===== src/rtl/bell_pkg.sv =====
// Shared types and default timing constants for the bell buzzer driver.
package bell_pkg;
  typedef enum logic [1:0] {ST_IDLE, ST_ON, ST_OFF, ST_MUTED} state_t;

  localparam int CLK_HZ        = 50000000;
  localparam int DEF_TONE_HALF = CLK_HZ / 4000;  // 2 kHz tone
  localparam int DEF_ON        = CLK_HZ / 10;    // 100 ms beep
  localparam int DEF_OFF       = CLK_HZ / 10;    // 100 ms pause
endpackage


===== src/rtl/tone_div.sv =====
// Restartable half-period divider: a registered square wave that starts high on restart.
// The output is held low whenever the divider is neither restarted nor running.
module tone_div #(
  parameter int W = 14
) (
  input  logic         clk_50M,
  input  logic         rst,
  input  logic         restart,
  input  logic         run,
  input  logic [W-1:0] half_cyc,
  output logic         wave
);
  logic [W-1:0] r_cnt;
  logic         r_wave;

  always_ff @(posedge clk_50M) begin
    if (rst || !(restart || run)) begin
      r_cnt  <= '0;
      r_wave <= 1'b0;
    end else if (restart) begin
      r_cnt  <= '0;
      r_wave <= 1'b1;
    end else if (r_cnt == half_cyc - W'(1)) begin
      r_cnt  <= '0;
      r_wave <= ~r_wave;
    end else begin
      r_cnt  <= r_cnt + W'(1);
    end
  end

  assign wave = r_wave;
endmodule


===== src/rtl/bell_buzzer_drv.sv =====
// Bell level to piezo drive: tone gated into a beep/pause cadence with mute and beep count.
// Define ALT_TONE_EN for a two-tone chime (even-numbered beeps use TONE2_HALF_CYC).
module bell_buzzer_drv import bell_pkg::*; #(
  parameter int TONE_HALF_CYC  = DEF_TONE_HALF,
  parameter int ON_CYC         = DEF_ON,
  parameter int OFF_CYC        = DEF_OFF
`ifdef ALT_TONE_EN
  ,parameter int TONE2_HALF_CYC = 8333
`endif
) (
  input  logic       clk_50M,
  input  logic       rst,
  input  logic       bell_in,
  input  logic       mute,
  output logic       buzzer_out,
  output logic       ringing,
  output logic [7:0] beep_cnt
);
  localparam int W_ON  = $clog2(ON_CYC + 1);
  localparam int W_OFF = $clog2(OFF_CYC + 1);
`ifdef ALT_TONE_EN
  localparam int W_TONE = $clog2(((TONE_HALF_CYC > TONE2_HALF_CYC) ?
                                  TONE_HALF_CYC : TONE2_HALF_CYC) + 1);
`else
  localparam int W_TONE = $clog2(TONE_HALF_CYC + 1);
`endif

  state_t           r_state, w_nxt;
  logic [W_ON-1:0]  r_on_cnt;
  logic [W_OFF-1:0] r_off_cnt;
  logic [7:0]       r_beep_cnt, w_beep_nxt;
  logic             r_ringing, w_ring_nxt;
  logic             w_enter_on, w_run_on, w_run_off;
  logic             w_on_tc, w_off_tc;
  logic [W_TONE-1:0] w_half;

  assign w_on_tc  = (r_on_cnt  == W_ON'(ON_CYC - 1));
  assign w_off_tc = (r_off_cnt == W_OFF'(OFF_CYC - 1));

  always_ff @(posedge clk_50M) begin
    if (rst) begin
      r_state    <= ST_IDLE;
      r_on_cnt   <= '0;
      r_off_cnt  <= '0;
      r_beep_cnt <= '0;
      r_ringing  <= 1'b0;
    end else begin
      r_state    <= w_nxt;
      r_on_cnt   <= w_run_on  ? r_on_cnt  + W_ON'(1)  : '0;
      r_off_cnt  <= w_run_off ? r_off_cnt + W_OFF'(1) : '0;
      r_beep_cnt <= w_beep_nxt;
      r_ringing  <= w_ring_nxt;
    end
  end

  // Mute outranks both cadence terminals; bell_in is only looked at at the end of a pause.
  always_comb begin
    w_nxt = r_state;
    case (r_state)
      ST_IDLE:  if (bell_in) w_nxt = mute ? ST_MUTED : ST_ON;
      ST_ON:    if (mute) w_nxt = ST_MUTED;
                else if (w_on_tc) w_nxt = ST_OFF;
      ST_OFF:   if (mute) w_nxt = ST_MUTED;
                else if (w_off_tc) w_nxt = bell_in ? ST_ON : ST_IDLE;
      ST_MUTED: if (!bell_in) w_nxt = ST_IDLE;
      default:  w_nxt = ST_IDLE;
    endcase
  end

  always_comb begin
    w_enter_on = (w_nxt == ST_ON) && (r_state != ST_ON);
    w_run_on   = (w_nxt == ST_ON) && (r_state == ST_ON);
    w_run_off  = (w_nxt == ST_OFF) && (r_state == ST_OFF);
    w_ring_nxt = (w_nxt == ST_ON) || (w_nxt == ST_OFF);
    w_beep_nxt = r_beep_cnt;
    if (w_enter_on)
      w_beep_nxt = (r_state == ST_IDLE) ? 8'd1 :
                   (r_beep_cnt == 8'hFF) ? 8'hFF : r_beep_cnt + 8'd1;
  end

`ifdef ALT_TONE_EN
  logic [W_TONE-1:0] r_half;
  always_ff @(posedge clk_50M) begin
    if (rst)
      r_half <= W_TONE'(TONE_HALF_CYC);
    else if (w_enter_on)
      r_half <= w_beep_nxt[0] ? W_TONE'(TONE_HALF_CYC) : W_TONE'(TONE2_HALF_CYC);
  end
  assign w_half = r_half;
`else
  assign w_half = W_TONE'(TONE_HALF_CYC);
`endif

  tone_div #(.W(W_TONE)) u_tone (
    .clk_50M  (clk_50M),
    .rst      (rst),
    .restart  (w_enter_on),
    .run      (w_run_on),
    .half_cyc (w_half),
    .wave     (buzzer_out)
  );

  assign ringing  = r_ringing;
  assign beep_cnt = r_beep_cnt;
endmodule


===== config.mk =====
export PLATFORM = sky130hd
export DESIGN_NAME = bell_buzzer_drv
export DESIGN_NICKNAME = d
export VERILOG_FILES = /design/src/rtl/bell_pkg.sv /design/src/rtl/tone_div.sv /design/src/rtl/bell_buzzer_drv.sv
export SDC_FILE = /design/constraint.sdc
export NUM_CORES = 1
export LEC_CHECK = 0
export CELL_PAD_IN_SITES_DETAIL_PLACEMENT = 1
export CELL_PAD_IN_SITES_GLOBAL_PLACEMENT = 1
export CORE_ASPECT_RATIO = 1.25
export CORE_MARGIN = 3
export CORE_UTILIZATION = 50
export CTS_BUF_LIST = sky130_fd_sc_hd__clkbuf_8
export CTS_CLUSTER_SIZE = 12
export DETAILED_ROUTE_END_ITERATION = 7
export HOLD_SLACK_MARGIN = 0.1
export PLACE_DENSITY_LB_ADDON = 0.25
export SLEW_MARGIN = 25
export SYNTH_ARGS = -nofsm -noshare
export SYNTH_HDL_FRONTEND = slang
export SYNTH_SLANG_ARGS = --single-unit

===== constraint.sdc =====
create_clock -name clk_50M -period 8.6 [get_ports clk_50M]
set_input_delay 1.72 -clock clk_50M [delete_from_list [all_inputs] [get_ports clk_50M]]
set_output_delay 1.72 -clock clk_50M [all_outputs]
set_load 0.005 [all_outputs]

==> reports/results.ini, run 1 <==
[logic_synthesis]
netlist.top_cell.by_area = sky130_fd_sc_hd__dfxtp_1
yosys.cell_types.count = 49
avg_cell_area_syn_um2 = 8.46
synth_top_area_share_pct = 41.4
seq_area_frac_synth_pct = 41.4
synth_top_cells_by_area = sky130_fd_sc_hd__dfxtp_1 41%, sky130_fd_sc_hd__nor2_1 5.8%, sky130_fd_sc_hd__xnor2_1 5.0%, sky130_fd_sc_hd__xor2_1 4.0%, sky130_fd_sc_hd__nand3_1 3.7%
synth_top_cells_by_count = 72 x sky130_fd_sc_hd__dfxtp_1, 54 x sky130_fd_sc_hd__nor2_1, 29 x sky130_fd_sc_hd__nand2_1
syn_inst = 412
syn_area_mm2 = 0.00348
flop_and_latch_count_out_of_synthesis = 72
synth-edff-count = 0
synth_top_flop_cell = sky130_fd_sc_hd__dfxtp_1
share_of_synthesized_registers_carrying_an_async_set_or_reset_pct = 0
syn_nets = 422
most_frequent_cell_after_synthesis = sky130_fd_sc_hd__dfxtp_1
warnings_synthesis = 0

[global_route]
largest_net_degree_at_the_start_of_global_routing = 23
grt.busiest_layer = met2
grt_util_met1_pct = 28.0
grt_pass1_vias = 3065
global_route_wire_length_before_repair_um = 14300
grt_util_all_layers_pct = 22.4
grt.met3_usage_pct = 3.71
residual_overflow_from_global_routing = 0
initial_antenna_violation_count = 0
grt_util_met2_pct = 38.1

[clock_tree]
path_clk_slew_ps = 70
worst_skew_pair.late_latency_ps = 350
max-clock-path-buffers = 2
tritoncts = yes
clock_sinks = 72
clockRootBuffer = sky130_fd_sc_hd__clkbuf_8
post_cts_hold_buffer_count = 0
cts-resized-gates = 0
number_of_buffers_inserted_during_clock_tree_synthesis = 9
post_cts_setup_repair_bufs = 0
htree_levels = 3

[critical_path]
worstPathCellList = clkdlybuf4s50_1 -> o21ai_0 -> nand2b_1 -> a31oi_1 -> a211oi_1 -> ha_1 -> nand4bb_1 -> nor2_1 -> nand4_1 -> nand2_1
crit_path_start_kind = input pin
critPathMaxStageDelay_ps = 730
critPathBufInv = 1
beginning_of_the_worst_register_to_register_path = r_on_cnt[16]$_SDFF_PP0_
critical_path.endpoint_type = flop
cp-startpoint = mute
worst_path_dominant_cell_family = simple AND/OR/NAND/NOR gates
required_ps = 8880
crit_fanout = 21
worst-endpoint-arrival_ps = 4340
critPathKind = in2reg
critPathSlowestCell = sky130_fd_sc_hd__nand4bb_1

[routing]
dr_total_vias = 3069
drt_wl_total_um = 8350
initialDrtViolationCount = 140
wl_per_cell_um = 16.3
number_of_iterations_in_the_first_detailed_routing_pass = 4
drc_errors = 0
ant_nets = 0
via_per_inst = 6.01

[sta]
rsz0062_at_grt = false
setup_tns_ps = 0
skew_ps = 16.3
final_hold_viol_count = 0
final_period_minus_worst_setup_slack_ps = 4050
timing.final.setup_violations = 0
worstMarginPinSlew_ps = 939
report.final.slew_viol_count = 0
upper_clock_frequency_limit_mhz = 247
fin_crit_share_pct = 47.1
slew_headroom_pct = 36.8

[final_layout]
drive_gt1_share_pct = 7.08
n_antenna_cell = 0
num-nets-final = 430
synthToLayoutAreaGrowth_pct = 11.4

[outcome]
run_status = completed

[floorplan]
placeableCoreArea_mm2 = 0.00665
die_outline_area_mm2 = 0.00801
start_util_pct = 52.4
num_rows = 33
top_level_ports = 14
die_h_um = 99.3
die_width_um = 80.7

[min_path]
hold_path.class = reg2reg
holdCritStartpoint = r_on_cnt[0]$_SDFF_PP0_

[power_and_ir_drop]
p_leak_nw = 1.22
vdd.ir_drop.worst_mv = 0.106
power.density_mw_per_mm2 = 174
design_power_total_uw = 676

[placed_design]
finalWeightedCongestion = 0.753
detailed_place_hpwl_um = 5690
numPortBuffers = 13

[job]
drv_cap = 0

logic make-up after synthesis:
group / share of synthesized area [%]
xor gates and xnor gates: 9.05
and+or+nand+nor: 32.2
buffers and inverters: 3.16
muxes: 0.287
adders and majority gates: 2.15
AOI/OAI and AO/OA: 11.8
DFF: 41.4
report_power, final:
part	switching (mW)	leakage, nW	total, mW	internal, mW
Clock	0.128	0.116	0.306	0.179
Sequential	0.00438	0.581	0.340	0.336
Combinational	0.0166	0.523	0.0289	0.0123
layout by cell type (no fill, tap or decap), types with 6 or more instances in the layout:
master / n
sky130_fd_sc_hd__a21oi_1: 20
sky130_fd_sc_hd__and3_1: 8
sky130_fd_sc_hd__clkbuf_8: 11
sky130_fd_sc_hd__clkdlybuf4s50_1: 13
sky130_fd_sc_hd__dfxtp_1: 72
sky130_fd_sc_hd__ha_1: 6
sky130_fd_sc_hd__inv_1: 7
sky130_fd_sc_hd__nand2_1: 29
sky130_fd_sc_hd__nand2b_1: 6
sky130_fd_sc_hd__nand3_1: 26
sky130_fd_sc_hd__nand4_1: 18
sky130_fd_sc_hd__nor2_1: 54
sky130_fd_sc_hd__nor3_1: 8
sky130_fd_sc_hd__nor4_1: 10
sky130_fd_sc_hd__o21ai_0: 18
sky130_fd_sc_hd__or3_1: 11
sky130_fd_sc_hd__or4_1: 8
sky130_fd_sc_hd__xnor2_1: 20
sky130_fd_sc_hd__xor2_1: 16
metal layers:
metal	up-vias	share of wire (%)	routed length, um
li1	1505	-	-
met1	1525	45	3740
met2	29	52	4340
met3	10	2.0	169
met4	0	1.3	108
met5	-	0	0
sequential cells by signal (all words and copies together), names as in the netlist:
| register | cells |
|---|---|
| r_state | 2 |
| r_off_cnt | 23 |
| beep_cnt | 8 |
| u_tone.r_cnt | 14 |
| ringing | 1 |
| r_on_cnt | 23 |
| u_tone.wave | 1 |
final timing paths:
path | endpoint | slack (ps) | cells after the start
worst min register to register | r_on_cnt[0]$_SDFF_PP0_ | 480 | 1
worst min-delay path | r_on_cnt[0]$_SDFF_PP0_ | 480 | 1
worst max register to register | r_off_cnt[21]$_SDFF_PP0_ | 5270 | 9
worst max-delay path | r_off_cnt[21]$_SDFF_PP0_ | 4550 | 10
area by class of cell:
class / instances / area [um^2]
clock buffers: 11 / 151
clock inverters: 4 / 77.6
fillers: 784 / 2770
inverters: 7 / 26.3
multi-input cells: 316 / 1940
flip-flops and latches: 72 / 1440
well taps: 87 / 109
repair buffers: 14 / 138
per-stage QoR:
step | worst slack, ps | hold slack (ps) | cells | util, % | area, um^2
global placement | 4270 | 439 | 496 | 54.9 | 3650
finish | 4550 | 476 | 511 | 58.4 | 3880
global route | 4290 | 512 | 511 | 58.4 | 3880
detailed placement | 4160 | 471 | 496 | 54.9 | 3650
floorplan | 5310 | 425 | 412 | - | 3480
CTS | 4510 | 486 | 511 | 58.3 | 3880
(Power assumes the default switching activity.)
==> run 2, diff against run 1 <==
- CORE_UTILIZATION: 50 -> 43
- clock period: 8.6 -> 3.6 ns (I/O delays scaled with it)
==> run 2 against run 1 <==
Effect of this change: routed wire length down 2.8%; non-clock buffer count increased by 3; largest cell class unchanged; utilization down 8.9 points; sequential cell count stayed put.
==> reports/results.ini, run 2 (same netlist as run 1, synthesis figures left out) <==
[outcome]
run_status = completed

[critical_path]
critical_path.endpoint_type = flop
worst-endpoint-arrival_ps = 3380
critPathSlowestCell = sky130_fd_sc_hd__or4_1
worst_path_dominant_cell_family = simple AND/OR/NAND/NOR gates
worstRegToRegCells = 8
critPathMaxStageDelay_ps = 540
crit_fanout = 14
crit_path_start_kind = flop
worstPathCellList = or4_1 -> nor4_1 -> a31oi_1 -> a211oi_1 -> ha_1 -> nand4bb_1 -> buf_4 -> a21oi_1
required_ps = 3890
critPathBufInv = 1
critPathKind = reg2reg
beginning_of_the_worst_register_to_register_path = r_on_cnt[16]$_SDFF_PP0_
critical_path.reg2reg.endpoint = r_off_cnt[6]$_SDFF_PP0_
r2r_slack_ps = 510

[global_route]
largest_net_degree_at_the_start_of_global_routing = 23
initial_antenna_violation_count = 0
grt_pass1_vias = 3113
residual_overflow_from_global_routing = 0
global_route_wire_length_before_repair_um = 14600
grt_util_all_layers_pct = 19.5

[power_and_ir_drop]
switchingPower_uw = 341
power.density_mw_per_mm2 = 393
vdd.ir_drop.worst_mv = 0.199
p_leak_nw = 1.23
p_int_mw = 1.18
power_switching_share_pct = 22.4
pwr-share-clk_pct = 42.2
seq_power_share_pct = 53.4
power.share.combinational_pct = 4.4
design_power_total_mw = 1.52

[routing]
initialDrtViolationCount = 73
drc_errors = 0
number_of_iterations_in_the_first_detailed_routing_pass = 4
ant_nets = 0
drt_wl_total_um = 8120
via_per_inst = 5.82
wl_per_cell_um = 15.5
dr_total_vias = 3044

[floorplan]
die_width_um = 86.5
die_h_um = 107
num_rows = 36
top_level_ports = 14
die_outline_area_mm2 = 0.00923
placeableCoreArea_mm2 = 0.00784
start_util_pct = 44.5

[sta]
final_period_minus_worst_setup_slack_ps = 3090
final_hold_viol_count = 0
setup_tns_ps = 0
slew_headroom_pct = 41.7
timing.final.setup_violations = 0
fin_crit_share_pct = 85.8
upper_clock_frequency_limit_mhz = 324
rsz0062_at_grt = false
skew_ps = 8.12
report.final.slew_viol_count = 0
worstMarginPinSlew_ps = 867

[final_layout]
biggestRegsByFlops = r_off_cnt: 23 flops, r_on_cnt: 23 flops, u_tone.r_cnt: 14 flops
n_fill_cell = 968
layout_commonest_cell = sky130_fd_sc_hd__dfxtp_1
mostFrequentLayoutCells = 72 x sky130_fd_sc_hd__dfxtp_1, 54 x sky130_fd_sc_hd__nor2_1, 29 x sky130_fd_sc_hd__nand2_1, 26 x sky130_fd_sc_hd__nand3_1
layout.cells.non_filler = 523
drive_gt1_share_pct = 7.24
synthToLayoutAreaGrowth_pct = 11.3
n_antenna_cell = 0
num-nets-final = 433

[min_path]
hold_path.class = reg2reg
end_point_of_the_most_critical_hold_path = r_on_cnt[0]$_SDFF_PP0_
holdCritStartpoint = r_on_cnt[0]$_SDFF_PP0_
hold-path-cell-count = 1

[clock_tree]
worst_skew_pair.late_latency_ps = 360
number_of_buffers_inserted_during_clock_tree_synthesis = 9
max-clock-path-buffers = 2
htree_levels = 3
path_clk_slew_ps = 70
tritoncts = yes
clockRootBuffer = sky130_fd_sc_hd__clkbuf_8
clock_sinks = 72
post_cts_setup_repair_bufs = 0
post_cts_hold_buffer_count = 0
cts-resized-gates = 0

[placed_design]
finalWeightedCongestion = 0.801
numPortBuffers = 13
post-place-cells = 507
detailed_place_hpwl_um = 5630

[job]
drv_cap = 0

run 2: area by class of cell:
type,instances,area (um^2),area share (%)
Clock buffer,11,151,3.90
Tap cell,95,119,3.06
Multi-Input combinational cell,316,1930,49.8
Timing Repair Buffer,17,160,4.13
Inverter,7,26.3,0.677
Sequential cell,72,1440,37.2
Clock inverter,5,47.5,1.23
run 2: layer usage:
metal	global-route usage (%)	wire, um	vias to the layer above	share of wire (%)
li1	-	-	1516	-
met1	24.1	3800	1479	47
met2	32.6	3970	32	49
met3	4.15	173	17	2.1
met4	7.80	170	0	2.1
met5	0	0	-	0
run 2: how the worst max path moves through the flow:
stage / startpoint / to / slack [ps] / depth (start not counted)
final: r_on_cnt[16]$_SDFF_PP0_ / r_off_cnt[6]$_SDFF_PP0_ / 510 / 8
after global routing: r_off_cnt[6]$_SDFF_PP0_ / u_tone.r_cnt[7]$_SDFF_PP0_ / 220 / 9
after CTS: r_on_cnt[16]$_SDFF_PP0_ / r_off_cnt[6]$_SDFF_PP0_ / 490 / 8
after detailed placement: mute / r_off_cnt[6]$_SDFF_PP0_ / 400 / 8
after global placement: mute / r_off_cnt[6]$_SDFF_PP0_ / 520 / 8
after floorplan: r_off_cnt[6]$_SDFF_PP0_ / r_off_cnt[10]$_SDFF_PP0_ / 910 / 9
run 2: stage by stage:
step / cell area, um^2 / util (%) / setup slack, ps / hold WS, ps
global placement: 3680 / 47.0 / 515 / 437
finish: 3880 / 49.5 / 511 / 461
detailed placement: 3680 / 47.0 / 401 / 454
floorplan: 3480 / - / 910 / 425
global route: 3880 / 49.5 / 220 / 502
CTS: 3880 / 49.5 / 489 / 470
run 2: power groups by stage:
stage	Clock, mW	Sequential, mW	Combinational [mW]
final	0.643	0.814	0.0667
after global placement	0	0.831	0.0645
after floorplan	0	0.827	0.0436
after global routing	0.705	0.815	0.0745
after detailed placement	0	0.832	0.0654
after CTS	0.664	0.813	0.0670
run 2: worst register-to-register path: cells and delay by family, from the launching register on:
family                   cells  cell delay (ps)
AND/OR/NAND/NOR              3             1440
AO/OA/AOI/OAI                3              600
flip-flops                   1              360
adder cells (fa/ha/maj)      1              220
buffers and inverters        1              400
